===== config.mk =====
export PLATFORM = sky130hd
export DESIGN_NAME = bus_arbiter
export DESIGN_NICKNAME = d
export VERILOG_FILES = /design/src/rtl/bus_arbiter.sv
export SDC_FILE = /design/constraint.sdc
export NUM_CORES = 1
export LEC_CHECK = 0
export CAP_MARGIN = 10
export CORE_MARGIN = 3
export CORE_UTILIZATION = 55
export CTS_BUF_LIST = sky130_fd_sc_hd__clkbuf_16
export DETAILED_ROUTE_END_ITERATION = 8
export DONT_BUFFER_PORTS = 1
export GPL_ROUTABILITY_DRIVEN = 1
export MAX_ROUTING_LAYER = met4
export PLACE_DENSITY = 0.75
export SKIP_CTS_REPAIR_TIMING = 1
export SLEW_MARGIN = 40
export SYNTH_ARGS = -nofsm -noshare
export SYNTH_HDL_FRONTEND = slang
export SYNTH_SLANG_ARGS = --single-unit

===== constraint.sdc =====
create_clock -name clk -period 4.6 [get_ports clk]
set_input_delay 0.23 -clock clk [delete_from_list [all_inputs] [get_ports clk]]
set_output_delay 0.23 -clock clk [all_outputs]
set_load 0.03 [all_outputs]

===== src/rtl/bus_arbiter.sv =====
// Three-master / three-slave serial bus arbiter with round-robin grant and registered outputs.
// Define BUS_ARB_TIMEOUT_EN to add an SWAIT/XFER inactivity watchdog.
module bus_arbiter (
    input  logic       clk,
    input  logic       reset,
    input  logic [2:0] m_req,
    input  logic [2:0] m_valid,
    input  logic [2:0] m_addr,
    input  logic [2:0] m_data,
    input  logic [2:0] m_wen,
    input  logic [2:0] m_burst,
    input  logic [2:0] s_ready,
    output logic [2:0] m_ready,
    output logic       bus_valid,
    output logic       bus_addr,
    output logic       bus_data,
    output logic       bus_wen,
    output logic       bus_burst,
    output logic [2:0] s_sel,
    output logic [1:0] grant_id,
    output logic       addr_err
);

    typedef enum logic [2:0] {IDLE, GRANT, ADDR, SWAIT, XFER, RELEASE} state_t;

    state_t     state_r, state_s;
    logic [1:0] gnt_r, gnt_s;
    logic [1:0] last_r, last_s;
    logic [1:0] sel_r, sel_s;
    logic       sel_hi_r, sel_hi_s;
    logic       err_s;
    logic       wdog_hit_s;
    logic       req_g_s, valid_g_s, addr_g_s, slave_rdy_s;
    logic [2:0] ready_s, s_sel_s, g_hot_s;
    logic [1:0] gid_s;
    logic       bus_on_s;

    function automatic logic [2:0] onehot3(input logic [1:0] idx);
        case (idx)
            2'd0:    onehot3 = 3'b001;
            2'd1:    onehot3 = 3'b010;
            2'd2:    onehot3 = 3'b100;
            default: onehot3 = 3'b000;
        endcase
    endfunction

    // Search order starts one past the previous winner.
    function automatic logic [1:0] rr_pick(input logic [1:0] last, input logic [2:0] req);
        logic [1:0] first, second, third;
        case (last)
            2'd0:    begin first = 2'd1; second = 2'd2; third = 2'd0; end
            2'd1:    begin first = 2'd2; second = 2'd0; third = 2'd1; end
            default: begin first = 2'd0; second = 2'd1; third = 2'd2; end
        endcase
        if (|(req & onehot3(first)))       rr_pick = first;
        else if (|(req & onehot3(second))) rr_pick = second;
        else if (|(req & onehot3(third)))  rr_pick = third;
        else                               rr_pick = 2'd3;
    endfunction

    assign req_g_s     = |(m_req   & onehot3(gnt_r));
    assign valid_g_s   = |(m_valid & onehot3(gnt_r));
    assign addr_g_s    = |(m_addr  & onehot3(gnt_r));
    assign slave_rdy_s = |(s_ready & onehot3(sel_r));

`ifdef BUS_ARB_TIMEOUT_EN
    logic [7:0] wdog_r;
    logic       wait_state_s;

    assign wait_state_s = (state_r == SWAIT) || (state_r == XFER);
    assign wdog_hit_s   = wait_state_s && !valid_g_s && (wdog_r == 8'd254);

    // Inactivity counter: restarts on any state change or any valid bit from the owner
    always_ff @(posedge clk) begin
        if (!reset) begin
            wdog_r <= 8'd0;
        end else if ((state_s != state_r) || valid_g_s || !wait_state_s) begin
            wdog_r <= 8'd0;
        end else begin
            wdog_r <= wdog_r + 8'd1;
        end
    end
`else
    assign wdog_hit_s = 1'b0;
`endif

    // Next-state and select capture
    always_comb begin
        state_s  = state_r;
        gnt_s    = gnt_r;
        last_s   = last_r;
        sel_hi_s = sel_hi_r;
        sel_s    = sel_r;
        err_s    = 1'b0;
        case (state_r)
            IDLE: begin
                if (|m_req) begin
                    state_s = GRANT;
                    gnt_s   = rr_pick(last_r, m_req);
                end else begin
                    state_s = IDLE;
                end
            end
            GRANT: begin
                if (!req_g_s) begin
                    state_s = RELEASE;
                end else if (valid_g_s) begin
                    state_s  = ADDR;
                    sel_hi_s = addr_g_s;
                end else begin
                    state_s = GRANT;
                end
            end
            ADDR: begin
                if (!req_g_s) begin
                    state_s = RELEASE;
                end else if (valid_g_s) begin
                    if ({sel_hi_r, addr_g_s} == 2'b11) begin
                        state_s = RELEASE;
                        err_s   = 1'b1;
                    end else begin
                        state_s = SWAIT;
                        sel_s   = {sel_hi_r, addr_g_s};
                    end
                end else begin
                    state_s = ADDR;
                end
            end
            SWAIT: begin
                if (!req_g_s) begin
                    state_s = RELEASE;
                end else if (wdog_hit_s) begin
                    state_s = RELEASE;
                    err_s   = 1'b1;
                end else if (slave_rdy_s) begin
                    state_s = XFER;
                end else begin
                    state_s = SWAIT;
                end
            end
            XFER: begin
                if (!req_g_s) begin
                    state_s = RELEASE;
                end else if (wdog_hit_s) begin
                    state_s = RELEASE;
                    err_s   = 1'b1;
                end else begin
                    state_s = XFER;
                end
            end
            RELEASE: begin
                state_s = IDLE;
                last_s  = gnt_r;
            end
            default: state_s = IDLE;
        endcase
    end

    // Output values for the state being entered, so the registered outputs track it
    always_comb begin
        ready_s  = 3'b000;
        s_sel_s  = 3'b000;
        gid_s    = 2'd3;
        bus_on_s = 1'b0;
        g_hot_s  = onehot3(gnt_s);
        case (state_s)
            GRANT, ADDR: begin
                gid_s    = gnt_s;
                ready_s  = g_hot_s;
                bus_on_s = 1'b1;
            end
            SWAIT, XFER: begin
                gid_s    = gnt_s;
                s_sel_s  = onehot3(sel_s);
                bus_on_s = 1'b1;
                if (|(s_ready & s_sel_s)) ready_s = g_hot_s;
                else                      ready_s = 3'b000;
            end
            default: bus_on_s = 1'b0;
        endcase
    end

    // State and output registers
    always_ff @(posedge clk) begin
        if (!reset) begin
            state_r   <= IDLE;
            gnt_r     <= 2'd0;
            last_r    <= 2'd2;
            sel_hi_r  <= 1'b0;
            sel_r     <= 2'd0;
            m_ready   <= 3'b000;
            s_sel     <= 3'b000;
            grant_id  <= 2'd3;
            addr_err  <= 1'b0;
            bus_valid <= 1'b0;
            bus_addr  <= 1'b0;
            bus_data  <= 1'b0;
            bus_wen   <= 1'b0;
            bus_burst <= 1'b0;
        end else begin
            state_r   <= state_s;
            gnt_r     <= gnt_s;
            last_r    <= last_s;
            sel_hi_r  <= sel_hi_s;
            sel_r     <= sel_s;
            m_ready   <= ready_s;
            s_sel     <= s_sel_s;
            grant_id  <= gid_s;
            addr_err  <= err_s;
            bus_valid <= bus_on_s & |(m_valid & g_hot_s);
            bus_addr  <= bus_on_s & |(m_addr  & g_hot_s);
            bus_data  <= bus_on_s & |(m_data  & g_hot_s);
            bus_wen   <= bus_on_s & |(m_wen   & g_hot_s);
            bus_burst <= bus_on_s & |(m_burst & g_hot_s);
        end
    end

endmodule


==> results of run 1 <==
-- layout by cell type, fill, tap and decap left out, drive strengths merged, types with 2 or more instances in the layout --
| cell | count |
|---|---|
| nor2 | 23 |
| nand3 | 5 |
| or2 | 2 |
| o21a | 4 |
| clkbuf | 3 |
| nor2b | 2 |
| mux2i | 14 |
| nand4 | 2 |
| and2 | 2 |
| nor3 | 4 |
| inv | 5 |
| nand2 | 15 |
| a211oi | 2 |
| nand3b | 5 |
| o21ai | 9 |
| a21boi | 2 |
| dfxtp | 24 |
| a21oi | 13 |
| a21o | 2 |
-- per-layer routing --
layer | vias up | routed length [um] | GRT usage (%)
met5 | - | 0 | -
met4 | 0 | 73 | 11.2
met3 | 9 | 267 | 5.99
met2 | 59 | 1580 | 39.8
met1 | 539 | 1230 | 28.3
li1 | 554 | - | -
-- flip-flops by register name, indices dropped and copies added, names as in the netlist, 2 cells and up --
| name | cells |
|---|---|
| sel_r | 2 |
| s_sel | 3 |
| gnt_r | 2 |
| state_r | 3 |
| last_r | 2 |
| grant_id | 2 |
| m_ready | 3 |
-- per-stage QoR --
| step | area (sq um) | std cells | power [mW] | setup WS (ns) |
|---|---|---|---|---|
| after floorplan | 1290 | 156 | 0.506 | 2.52 |
| after global routing | 1400 | 183 | 0.835 | 1.96 |
| after CTS | 1400 | 183 | 0.789 | 2.13 |
| final | 1400 | 183 | 0.789 | 2.13 |
| after global placement | 1290 | 179 | 0.535 | 2.28 |
| after detailed placement | 1290 | 179 | 0.545 | 2.19 |
-- layout make-up --
class                   instances  area [sq um]  area share, %
multi-input cells             121           751           53.6
flip-flops and latches         24           480           34.3
clock buffers                   3          75.1           5.36
well taps                      27          33.8           2.41
clock inverters                 1          30.0           2.14
inverters                       6          22.5           1.61
repair buffers                  1          7.51          0.536
-- cell families (layout without fill, tap and decap cells) --
group,Yosys count,count (layout),synth area share [%]
buf+inv,11,11,4.28
simple gates,68,68,26.2
flops,24,24,37.4
compound gates,39,39,21.3
mux,14,14,10.9
-- where the power goes --
group / leakage, nW / switching [mW] / internal [mW]
Clock: 0.0511 / 0.0748 / 0.173
Sequential: 0.196 / 0.0843 / 0.246
Combinational: 0.302 / 0.125 / 0.0865
-- path summary, 6_finish.rpt --
| kind | start | end | slack, ns | depth (start not counted) |
|---|---|---|---|---|
| setup / recovery | gnt_r[1] | grant_id[0] | 2.13 | 8 |
| hold / removal | reset | last_r[1] | 0.03 | 1 |
| setup reg to reg | gnt_r[1] | grant_id[0] | 2.13 | 8 |
| hold reg to reg | sel_hi_r | addr_err | 0.51 | 2 |
==> impl_metrics.tcl, run 1 <==
set metrics [dict create \
    track_usage_pct 24.5 \
    numPortBuffers 0 \
    synth_top_area_cell "dfxtp_1" \
    clock-sinks 24 \
    crit_family "compound AO/OA/AOI/OAI gates" \
    grt_pass1_wl_mm 5.07 \
    via_per_inst 6.34 \
    synth_top_area_share_pct 37.4 \
    routedWlPerCell_um 17.2 \
    leakagePower_nw 0.549 \
    ys_seq_area_share_pct 37.4 \
    rows 16 \
    period_needed_ns 2.47 \
    crit_arrival_ns 2.62 \
    drt_iter0_markers 65 \
    synthCells 156 \
    crit_type "reg -> reg" \
    crit_required_ns 4.75 \
    hold_slack_ns 0.0314 \
    nFillCells 180 \
    status "completed" \
    critical_path.max_stage_delay_ns 0.50 \
    fp.dieH_um 54.4 \
    max_freq_mhz 405 \
    root_buffer "clkbuf_16" \
    cpMostUsedCell "nand2_2" \
    gp_congestion 0.887 \
    path_cells "mux2i_1, o21ai_1, a221o_1, a211oi_4, nand2_2, a21boi_2, nand2_2, or2_1" \
    drv_slew 0 \
    hold_viol_final 0 \
    synth_most_common_cell "dfxtp_1" \
    wl_mm 3.16 \
    htree_num_levels 1 \
    cts_tree "yes" \
    synth_edf_count 0 \
    startpoint_type "register" \
    finalSetupTns_ns 0 \
    rsz0062_at_grt "false" \
    fin_crit_sh_pct 53.7 \
    synth.area.top_cells "dfxtp_1 37%, mux2i_1 11%, nor2_1 6.7%" \
    finalSetupViolCount 0 \
    postRouteAntennaNets 0 \
    worst_pin_slew_ns 0.651 \
    syn_area_per_cell_sq_um 8.25 \
    crit_fanout 8 \
    area_delta_synth_final_pct 8.85 \
    drc 0 \
    synth-seq-cells 24 \
    cts_max_path_buffers 2 \
    grt_pass1_vias 1098 \
    crit_buf_inv 0 \
    synth_common_cells "24 x dfxtp_1, 23 x nor2_1, 14 x mux2i_1, 13 x a21oi_1, 13 x nand2_1" \
    cap_violations 0 \
    synthesis.nets 179 \
    die_x_um 54.4 \
    vias 1161 \
    p_per_area_mw_per_mm2 564 \
    num_io_pins 37 \
    utilization_pct 67.2 \
    synth_ff_type "dfxtp_1" \
    path_clk_slew_ns 0.06 \
    yosys_warnings 0 \
    cts-buffers-inserted 3 \
    core_sq_mm 0.00208 \
    initial_utilization_pct 61.8 \
    skew_ns 0.00425 \
    antenna_cells 0 \
    ir_drop_uv 391 \
    ys_async_sr_fraction_pct 0 \
    antenna_found_initial 0 \
    firstDrtPassIters 5 \
    drive_gt1_share_pct 8.33 \
    nets 180 \
    dieArea_sq_mm 0.00296 \
    synth.distinct_cells 44 \
    syn_area_sq_mm 0.00129 \
    crit_path_end_kind "register" \
    grt_max_degree 15 \
    post-dp-hpwl_mm 2.40 \
    overflow 0 \
    maxSlewHeadroom_pct 56.1 \
    cp_slowest_cell "dfxtp_1" \
    clk-insertion-delay-late_ns 0.26 \
    hold_path.class "in -> reg" \
]
(Power assumes the default switching activity.)
==> inputs of run 2 (changes only) <==
Clock period 4.6 ns to 2.4 ns, I/O delays scaled along.
==> impl_metrics.tcl, run 2 (same netlist as run 1, synthesis figures left out) <==
set metrics [dict create \
    track_usage_pct 25.0 \
    area_delta_synth_final_pct 13.5 \
    crit_buf_inv 1 \
    drive_gt1_share_pct 12.9 \
    worst_pin_slew_ns 0.425 \
    crit_fanout 9 \
    firstDrtPassIters 4 \
    hold_slack_ns -0.000473 \
    root_buffer "clkbuf_16" \
    post-dp-hpwl_mm 2.33 \
    crit_path_end_kind "register" \
    crit_required_ns 2.56 \
    grt_use_met3_pct 5.99 \
    period_needed_ns 2.22 \
    cts_tree "yes" \
    fin_crit_sh_pct 92.6 \
    gp_congestion 0.876 \
    critical_path.max_stage_delay_ns 0.51 \
    wl_mm 3.26 \
    max_freq_mhz 450 \
    postRouteAntennaNets 0 \
    finalSetupViolCount 0 \
    path_cells "nand3b_1, o21a_1, a221o_1, a211oi_4, buf_4, mux2i_1, a21oi_1, nor4_1" \
    violations "negative hold slack" \
    core_sq_mm 0.00208 \
    grt_pass1_wl_mm 5.16 \
    die_x_um 54.4 \
    grt_max_degree 15 \
    leakagePower_nw 0.585 \
    cts_max_path_buffers 2 \
    drt_iter0_markers 31 \
    antenna_cells 0 \
    cp_slowest_cell "dfxtp_1" \
    vias 1185 \
    crit_arrival_ns 2.39 \
    met1_usage_pct 30.7 \
    clk-insertion-delay-late_ns 0.26 \
    drv_slew 0 \
    hold_path.class "in -> reg" \
    cts-buffers-inserted 3 \
    numPortBuffers 0 \
    ir_drop_uv 595 \
    drc 0 \
    grt-busiest-layer "met2" \
    via_per_inst 6.24 \
    hold_viol_final 1 \
    routedWlPerCell_um 17.2 \
    overflow 0 \
    rsz0062_at_grt "false" \
    nets 187 \
    antenna_found_initial 0 \
    finalSetupTns_ns 0 \
    top_regs "m_ready x3, s_sel x3, state_r x3" \
    htree_num_levels 1 \
    path_clk_slew_ns 0.06 \
    num_io_pins 37 \
    cap_violations 0 \
    p_per_area_mw_per_mm2 1060 \
    fp.dieH_um 54.4 \
    crit_type "reg -> reg" \
    crit_family "compound AO/OA/AOI/OAI gates" \
    skew_ns 0.00206 \
    grtUsageMet2_pct 38.0 \
    dieArea_sq_mm 0.00296 \
    initial_utilization_pct 61.8 \
    startpoint_type "register" \
    layout_common_cells "23 x nor2_1, 23 x dfxtp_1, 14 x mux2i_1" \
    maxSlewHeadroom_pct 71.6 \
    clock-sinks 24 \
    utilization_pct 70.1 \
    status "finished, violations left" \
    rows 16 \
    power.total_mw 1.55 \
    grt_pass1_vias 1167 \
]
run 2: changes by cell type in the layout (fill, tap and decap cells not counted):
cell	delta
dfxtp_2	+1
buf_4	+6
dfxtp_1	-1
dlygate4sd3_1	+1
o21ai_2	+1
o21ai_1	-1
run 2: per-stage QoR:
| stage | instance area, sq um | setup slack [ns] | std cells |
|---|---|---|---|
| after floorplan | 1290 | 0.323 | 156 |
| after global placement | 1330 | 0.163 | 183 |
| after detailed placement | 1330 | 0.134 | 183 |
| after CTS | 1430 | 0.115 | 187 |
| after global routing | 1460 | 0.0306 | 190 |
| final | 1460 | 0.177 | 190 |
run 2: report_power, final:
| group | internal [mW] | switching (mW) | total, mW | leakage [nW] |
|---|---|---|---|---|
| logic | 0.191 | 0.250 | 0.441 | 0.338 |
| clock network | 0.331 | 0.142 | 0.474 | 0.0511 |
| registers | 0.472 | 0.160 | 0.632 | 0.197 |
run 2: layer usage:
layer	routed length, um	share of wire (%)	vias up
li1	-	-	567
met1	1320	40	558
met2	1630	50	52
met3	272	8.3	8
met4	48	1.5	0
met5	0	0	-
run 2: area by class of cell:
| class | instances | area, sq um |
|---|---|---|
| Tap cell | 27 | 33.8 |
| Inverter | 6 | 22.5 |
| Sequential cell | 24 | 482 |
| Fill cell | 172 | 622 |
| Multi-Input combinational cell | 121 | 754 |
| Clock inverter | 1 | 30.0 |
| Clock buffer | 3 | 75.1 |
| Timing Repair Buffer | 8 | 62.6 |
run 2: worst paths after layout:
kind | start | to | slack [ns] | cells past startpoint
max | gnt_r[0] | m_ready[0] | 0.18 | 8
max reg2reg | gnt_r[0] | m_ready[0] | 0.18 | 8
min reg2reg | last_r[1] | last_r[1] | 0.53 | 2
min | m_burst[2] | bus_burst | -0.0005 | 2
==> inputs of run 3 (changes only) <==
Settings changed: CORE_MARGIN 3 to unset, RECOVER_POWER set to 25.
==> impl_metrics.tcl, run 3 (same netlist as run 1, synthesis figures left out) <==
set metrics [dict create \
    place_inst 182 \
    fin_crit_sh_pct 95.7 \
    leakagePower_nw 0.553 \
    clock-sinks 24 \
    cts-buffers-inserted 3 \
    core_sq_mm 0.00221 \
    clk-insertion-delay-late_ns 0.25 \
    layout_common_cells "23 x nor2_1, 22 x dfxtp_1, 14 x mux2i_1" \
    pwr-share-seq_pct 45.0 \
    dieArea_sq_mm 0.00254 \
    cts_tree "yes" \
    die_x_um 50.4 \
    final_common_cell "nor2_1" \
    postRouteAntennaNets 0 \
    fp.dieH_um 50.4 \
    antenna_found_initial 0 \
    multi_input_area_sq_um 754 \
    grt_pass1_wl_mm 4.60 \
    via_per_inst 6.20 \
    max_freq_mhz 435 \
    top_regs "m_ready x3, s_sel x3, state_r x3" \
    ir_drop_uv 534 \
    htree_num_levels 1 \
    skew_ns 0.00107 \
    clockPowerShare_pct 25.4 \
    numPortBuffers 0 \
    drc 0 \
    grt_pass1_vias 1043 \
    cap_violations 0 \
    setup_slack_ns 0.103 \
    p_per_area_mw_per_mm2 994 \
    switchingPower_uw 536 \
    startpoint_type "register" \
    crit_path_end_kind "register" \
    seq_area_sq_um 485 \
    crit_fanout 8 \
    initial_utilization_pct 58.1 \
    drive_gt1_share_pct 10.7 \
    period_needed_ns 2.30 \
    antenna_cells 0 \
    nFillCells 197 \
    status "completed" \
    root_buffer "clkbuf_16" \
    nets 183 \
    firstDrtPassIters 4 \
    utilization_pct 63.7 \
    finalSetupViolCount 0 \
    dpl_worst_slack_ns 0.0695 \
    post-dp-hpwl_mm 2.09 \
    track_usage_pct 24.4 \
    cp_slowest_cell "dfxtp_1" \
    vias 1160 \
    crit_arrival_ns 2.43 \
    path_clk_slew_ns 0.06 \
    final_cell_count_no_fill 187 \
    critical_path.max_stage_delay_ns 0.43 \
    num_io_pins 37 \
    gp_congestion 1.02 \
    drt_iter0_markers 47 \
    routedWlPerCell_um 15.4 \
    hold_slack_ns 0.00820 \
    wl_mm 2.89 \
    finalInstanceArea_sq_mm 0.00141 \
    power.total_mw 1.40 \
    finalSetupTns_ns 0 \
    path_cells "nor2b_1, and2b_1, nand3_1, or2_0, a21o_1, a22o_1, a21oi_1, nor3b_1" \
    area_delta_synth_final_pct 9.53 \
    grt_max_degree 14 \
    overflow 0 \
    crit_type "reg -> reg" \
    comb_power_share_pct 29.5 \
    hold_path.class "in -> reg" \
    cts_max_path_buffers 2 \
    rows 17 \
    crit_required_ns 2.53 \
    drv_slew 0 \
    hold_viol_final 0 \
    switching_share_pct 38.3 \
    maxSlewHeadroom_pct 70.8 \
    p_int_uw 865 \
    dpl_cell_area_sq_mm 0.00131 \
    worst_pin_slew_ns 0.437 \
]
## run 3: path summary, 6_finish.rpt
path | start | endpoint | slack (ns) | depth (start not counted)
max | state_r[1] | m_ready[2] | 0.10 | 8
min | m_burst[2] | bus_burst | 0.008 | 2
max reg2reg | state_r[1] | m_ready[2] | 0.10 | 8
min reg2reg | sel_hi_r | addr_err | 0.52 | 2
## run 3: metal layers
layer	track usage [%]	vias to the layer above	wire, um
li1	-	567	-
met1	29.9	541	1220
met2	39.3	48	1450
met3	4.24	4	174
met4	10.6	0	40
met5	-	-	0
## run 3: power by group through the flow
stage,Clock [mW],Combinational [mW],Sequential (mW)
2_1_floorplan,0,0.360,0.610
3_3_place_gp,0,0.391,0.636
3_5_place_dp,0,0.401,0.637
4_1_cts,0.357,0.407,0.628
5_1_grt,0.374,0.455,0.639
6_report,0.356,0.414,0.631
## run 3: layout make-up
cell class | count | share of cell area [%]
flip-flops and latches | 24 | 34.5
multi-input cells | 121 | 53.6
inverters | 6 | 1.60
clock inverters | 1 | 0.266
repair buffers | 4 | 2.31
well taps | 28 | 2.49
clock buffers | 3 | 5.33
## run 3: critical path: cells and delay by family (launching register included)
kind	cells	cell delay (ns)
and+or+nand+nor	5	1.12
AOI/OAI and AO/OA	3	0.62
DFF	1	0.43
